### src/rtl/seq_mul_shift.sv
// Radix-2 shift-add sequential multiplier with start/busy/done handshake.
// Signed operands are multiplied as magnitudes and the sign is applied to the final sum.
module seq_mul_shift #(
    parameter int WIDTH = 8
) (
    input  logic               clk,
    input  logic               rst_n,
    input  logic               start,
    input  logic               is_signed,
    input  logic [WIDTH-1:0]   a_in,
    input  logic [WIDTH-1:0]   b_in,
    output logic               busy,
    output logic               done,
    output logic [2*WIDTH-1:0] result
);
    localparam int CW = (WIDTH > 2) ? $clog2(WIDTH) : 1;

    typedef enum logic {IDLE, CALC} state_t;

    state_t             state;
    logic [WIDTH-1:0]   mag_a;
    logic [WIDTH-1:0]   mag_b;
    logic               neg;
    logic [2*WIDTH-1:0] acc;
    logic [CW-1:0]      cnt;
    logic [2*WIDTH-1:0] acc_next;

    // -2^(WIDTH-1) maps onto 2^(WIDTH-1), which still fits as an unsigned magnitude.
    function automatic logic [WIDTH-1:0] magnitude(input logic [WIDTH-1:0] v, input logic sgn);
        logic signed [WIDTH-1:0] sv;
        sv = $signed(v);
        if (sgn && sv < 0)
            return WIDTH'(-sv);
        return v;
    endfunction

    // Negating zero yields zero, so no -0 artefact can appear.
    function automatic logic [2*WIDTH-1:0] apply_sign(input logic [2*WIDTH-1:0] v, input logic n);
        return n ? (~v + 1'b1) : v;
    endfunction

    always_comb begin
        acc_next = acc;
        if (mag_b[0])
            acc_next = acc + ({{WIDTH{1'b0}}, mag_a} << cnt);
    end

    always_ff @(posedge clk or negedge rst_n) begin
        if (!rst_n) begin
            state  <= IDLE;
            busy   <= 1'b0;
            done   <= 1'b0;
            result <= '0;
            mag_a  <= '0;
            mag_b  <= '0;
            neg    <= 1'b0;
            acc    <= '0;
            cnt    <= '0;
        end else begin
            done <= 1'b0;
            case (state)
                IDLE: begin
                    if (start) begin
                        mag_a <= magnitude(a_in, is_signed);
                        mag_b <= magnitude(b_in, is_signed);
                        neg   <= is_signed & (a_in[WIDTH-1] ^ b_in[WIDTH-1]);
                        acc   <= '0;
                        cnt   <= '0;
                        busy  <= 1'b1;
                        state <= CALC;
                    end
                end
                CALC: begin
                    acc   <= acc_next;
                    mag_b <= mag_b >> 1;
                    cnt   <= cnt + 1'b1;
                    if (cnt == CW'(WIDTH - 1)) begin
                        result <= apply_sign(acc_next, neg);
                        done   <= 1'b1;
                        busy   <= 1'b0;
                        state  <= IDLE;
                    end
                end
                default: state <= IDLE;
            endcase
        end
    end
endmodule
### config.mk
export PLATFORM = sky130hd
export DESIGN_NAME = seq_mul_shift
export DESIGN_NICKNAME = d
export VERILOG_FILES = /design/src/rtl/seq_mul_shift.sv
export SDC_FILE = /design/constraint.sdc
export NUM_CORES = 1
export LEC_CHECK = 0
export BUFFER_PORTS_ARGS = -buffer_cell sky130_fd_sc_hd__buf_2
export CORE_MARGIN = 2
export CORE_UTILIZATION = 45
export DETAILED_ROUTE_END_ITERATION = 16
export PLACE_DENSITY = 0.63
export SLEW_MARGIN = 30
export SYNTH_ARGS = -nofsm -noshare
export SYNTH_HDL_FRONTEND = slang
export SYNTH_SLANG_ARGS = --single-unit
### constraint.sdc
create_clock -name clk -period 4.3 [get_ports clk]
set_input_delay 0.645 -clock clk [delete_from_list [all_inputs] [get_ports clk]]
set_output_delay 0.645 -clock clk [all_outputs]
set_load 0.03 [all_outputs]
Yosys cells after proc, flatten, opt, wreduce, memory -nomap -nowiden. Index checks and enable logic that the tools add are counted. Widths: inputs -> output; s select.

Bits in registers: 55. Latch bits: 0. Bits in writable memories: 0. Memory bits (read-only): 0. Input bits: 20. Output and inout bits: 18. Memories kept: 0.

$add $sub $neg: 5. $mul: 0. Divide/modulo/power cells: 0. Magnitude comparators: 2. Equal/unequal tests: 3. Shift-type cells: 1. Muxes and demuxes: 26. Bitwise logic cells: 4. Reductions and logical operators: 5.

Operators with widths (count): $mux 16 (3); $mux 8 (5); $pmux 16 s2 (1); $add 16x1->16 const B (1); $add 16x16->16 (1); $lt 8x1->1 const B (2); $neg 8->8 (2); $not 16->16 (1); $pmux 8 s2 (1); $shl 8x3->16 (1); $mux 1 (12); $pmux 3 s2 (1); $reduce_and 2->1 (3); $pmux 1 s2 (2); $add 3x1->3 const B (1); $eq 3x3->1 const B (1); $mux 3 (1); $logic_and 1x1->1 (2); $ne 2x1->1 const B (1); $ne 2x2->1 const B (1); $and 1x1->1 (1); $not 1->1 (1); $xor 1x1->1 (1).

Depth between registers and ports, before layout.
Word-level depth: 8. Mapped depth: 15. Depth with buffers taken out: 15.

Worst setup path after synthesis. Ideal clock, no wire load.

Kind: register to register. Start point: register cnt[0]. End point: register result[14]. Library setup time: 0.132 ns. Data arrival time: 3.656 ns. Required time: 4.168 ns. Slack: 0.513 ns. Cell stages (with the launch flop): 15. Cell sequence: dfrtp_1 > clkbuf_1 > mux2_2 > o21ai_0 > nor2_1 > ha_1 > o211ai_2 > o2111a_1 > or3_4 > or2_1 > or3_1 > nand3b_4 > o31ai_2 > xor2_1 > o21ai_1.

Word-level cells in the longest chain between the ends: 6. Elaborated cells on any way between the ends: 8. Classes of those cells: add/sub: 2; eq/ne: 1; shift: 1; mux: 2; bitwise: 1; reduce/logical: 1.

RTL lines: start, declared (line 25) `logic [CW-1:0] cnt;`; start signal, assigned (line 76) `cnt <= cnt + 1'b1;`; $shl 8x3->16 (line 45) `acc_next = acc + ({{WIDTH{1'b0}}, mag_a} << cnt);`; $add 16x16->16 (line 45); $mux 16 (line 44) `if (mag_b[0])`; $not 16->16 (line 39) `return n ? (~v + 1'b1) : v;`; $add 16x1->16 (line 39); $mux 16 (line 39); end signal, assigned (line 78) `result <= apply_sign(acc_next, neg);`; end, declared (line 14) `output logic [2*WIDTH-1:0] result`.

Parallel ways exist; a longest one is shown, timed or not. A chain may end at the register's enable or synchronous reset.

Worst setup path in the final report. Same ends and word-level chain as after synthesis.

==> impl_metrics.json <==
{
  "cts.repair.resized": 0,
  "syn_avg_cell_area_sq_um": 8.53,
  "post_cts_buffers": 0,
  "num_rows": 34,
  "hold_buffers": 0,
  "clockBufferDepth": 2,
  "worstSkewPairLatency_ns": 0.31,
  "antenna_found_initial": 0,
  "clock-root-buffer": "clkbuf_8",
  "end_kind": "flop",
  "synth_top_flop_cell": "dfrtp_1",
  "arrival_ns": 4.24,
  "drc": 0,
  "final_cells": 603,
  "routabilityCongestion": 0.954,
  "drive_gt1_share_pct": 14.5,
  "setup_violations": 0,
  "clk_pin_slew_ns": 0.11,
  "hpwlAfterDp_mm": 6.93,
  "diodes": 0,
  "p_int_mw": 1.91,
  "ioPinCount": 38,
  "yosysWarnings": 0,
  "worstSetupPathType": "reg2reg",
  "cp-start-kind": "flop",
  "yosysSeqAreaShare_pct": 34.6,
  "grt_overflow_total": 0,
  "ys_ff_latch": 55,
  "switchingPower_mw": 1.92,
  "avgRoutedWirePerCell_microns": 15.1,
  "core_region_area_sq_mm": 0.00864,
  "syn_to_final_growth_pct": 10.0,
  "htreeDepth": 2,
  "dp_cells": 595,
  "pwr-share-clk_pct": 9.1,
  "wirelength_mm": 9.12,
  "yosysUniqueCellTypes": 57,
  "io_buffers": 37,
  "postSynthCellCount": 466,
  "p_comb_share_pct": 64.8,
  "cellPowerDensity_mw_per_mm2": 875,
  "required_ns": 4.50,
  "synthArstFlopShare_pct": 100,
  "finalMaxSlewViolations": 0,
  "period_needed_ns": 4.04,
  "drv_cap": 0,
  "skew_ns": 0.0117,
  "setup_tns_ns": 0,
  "swShare_pct": 50.1,
  "die_area_sq_mm": 0.00960,
  "fin_crit_sh_pct": 94.0,
  "synth_fp_nets": 507,
  "relSlewSlack_pct": 53.8,
  "num_vias": 3365,
  "synth_edf_count": 0,
  "worst_pin_slew_ns": 0.692,
  "fin_nets": 535,
  "die_y_microns": 98.0,
  "status": "completed",
  "pre_cts_slack_ns": 0.274,
  "ir_drop_v": 0.000282,
  "grtUsageTotal_pct": 19.6,
  "cts.sinks": 55,
  "crit_fanout": 12,
  "fmax_mhz": 247,
  "cellLeakagePower_nw": 2.04,
  "slowest_delay_ns": 0.61,
  "firstDrtPassIters": 5,
  "fin_ws_ns": 0.258,
  "via_per_inst": 5.58,
  "critPathSlowestCell": "dfrtp_1",
  "grt_pass1_wl_mm": 15.6,
  "cts_tree": "built",
  "syn_area_sq_mm": 0.00398,
  "path_cells": "mux2_2 > o21ai_0 > nor2_1 > ha_1 > a211oi_1 > nor3_1 > or3_4 > or2_1 > or3_1 > nand3b_4 > o31ai_2 > xor2_1 > o21ai_1",
  "initialDrtViolationCount": 132,
  "finalHoldViolations": 0,
  "ant_nets": 0,
  "initial_utilization_pct": 46.0,
  "seq_power_share_pct": 26.1,
  "hold_path.class": "in2async",
  "grt_max_degree": 56,
  "rsz0062_at_grt": "false",
  "first_global_vias": 3217,
  "die_x_microns": 98.0,
  "numCtsBuffers": 5
}
[per-layer routing]
metal / GRT usage, % / routed length (microns)
met5: 0 / 0
met4: 5.24 / 168
met3: 2.51 / 286
met2: 34.2 / 4480
met1: 25.7 / 4180
[area by class of cell]
| cell class | instances | area, sq um |
|---|---|---|
| fillers | 819 | 4260 |
| multi-input cells | 374 | 2460 |
| flip-flops and latches | 55 | 1380 |
| repair buffers | 44 | 238 |
| well taps | 108 | 135 |
| clock buffers | 6 | 72.6 |
| inverters | 14 | 52.6 |
| clock inverters | 2 | 38.8 |
[logic make-up after synthesis]
family / after synthesis / synth area share (%)
AOI/OAI and AO/OA: 131 / 20.6
buffers and inverters: 37 / 3.49
adders and majority gates: 21 / 6.80
muxes: 31 / 8.21
DFF: 55 / 34.6
and+or+nand+nor: 161 / 19.7
xor gates and xnor gates: 30 / 6.61
[through the flow]
stage | cell area, sq um | total power [mW] | util (%) | hold WS (ns)
floorplan | 3980 | 2.87 | - | 0.349
global route | 4370 | 4.18 | 50.7 | 0.518
detailed placement | 4260 | 3.48 | 49.3 | 0.465
finish | 4370 | 3.83 | 50.7 | 0.464
CTS | 4370 | 3.85 | 50.6 | 0.486
global placement | 4260 | 3.44 | 49.3 | 0.459
[cell usage in the layout, fill, tap and decap left out, drive strengths merged, types with 2 or more instances in the layout]
cell type,netlist,final
and3,2,2
or3,9,9
a211oi,2,2
mux2i,24,24
xor2,14,14
nor2,24,24
a31oi,4,4
o21ai,65,65
nand2b,22,22
xnor2,16,16
o211ai,7,7
a21oi,16,16
nand2,71,71
nor3,9,9
o21a,2,2
nand3b,4,4
nor3b,2,2
o22ai,5,5
ha,20,20
clkbuf,23,6
buf,0,44
inv,14,15
o31ai,8,8
a31o,2,2
nand3,14,14
a21o,6,6
mux2,7,7
dfrtp,55,55
[power by group through the flow]
stage	registers (mW)	logic [mW]	clock network [mW]
2_1_floorplan	1.01	1.86	0
3_3_place_gp	0.999	2.45	0
3_5_place_dp	1.01	2.48	0
4_1_cts	0.998	2.49	0.367
5_1_grt	1.04	2.76	0.383
6_report	0.998	2.48	0.350
[synthesized netlist by cell type, types with 2 or more instances]
library cell / instances / share of area (%)
mux2i_1: 23 / 5.8
nor3b_1: 2 / 0.38
o21a_1: 2 / 0.38
o211ai_1: 6 / 1.1
nand3b_1: 3 / 0.57
mux2_2: 6 / 1.7
or3_1: 8 / 1.3
xnor2_1: 16 / 3.5
inv_1: 13 / 1.2
a31oi_1: 4 / 0.63
ha_1: 20 / 6.3
nor3_1: 8 / 1.0
nand2_1: 71 / 6.7
o21ai_0: 55 / 6.9
dfrtp_1: 55 / 35
o31ai_1: 7 / 1.3
a31o_2: 2 / 0.44
nand3_1: 13 / 1.6
o21ai_1: 10 / 1.3
and3_1: 2 / 0.31
nor2_1: 24 / 2.3
nand2b_1: 22 / 3.5
clkbuf_1: 23 / 2.2
a21oi_1: 16 / 2.0
a21o_1: 6 / 1.1
o22ai_1: 5 / 0.79
xor2_1: 14 / 3.1
[worst max-delay path: cells and delay by family (launching register included)]
kind | cells | cell delay (ns)
and+or+nand+nor | 6 | 1.38
adders and majority gates | 1 | 0.28
xor gates and xnor gates | 1 | 0.20
DFF | 1 | 0.61
AOI/OAI and AO/OA | 4 | 1.07
muxes | 1 | 0.40
[path summary, 6_finish.rpt]
path                                                to  slack, ns                   from  cells after the start
worst max-delay path            result[14]$_DFFE_PN0P_       0.26     cnt[0]$_DFFE_PN0P_                     13
worst min register to register   result[9]$_DFFE_PN0P_       0.48  result[9]$_DFFE_PN0P_                      2
worst max register to register  result[14]$_DFFE_PN0P_       0.26     cnt[0]$_DFFE_PN0P_                     13
min in group clk                 result[9]$_DFFE_PN0P_       0.48  result[9]$_DFFE_PN0P_                      2
max in group asynchronous              state$_DFF_PN0_       3.35                  rst_n                      2
worst min-delay path               acc[14]$_DFFE_PN0P_       0.46                  rst_n                      2
[state kept, by name, indices dropped and copies added, names as in the netlist]
register and cells:
neg 1, cnt 3, mag_b 8, state 1
done 1, acc 16, result 16, mag_a 8
busy 1
Power figures use the tool's default switching activity.
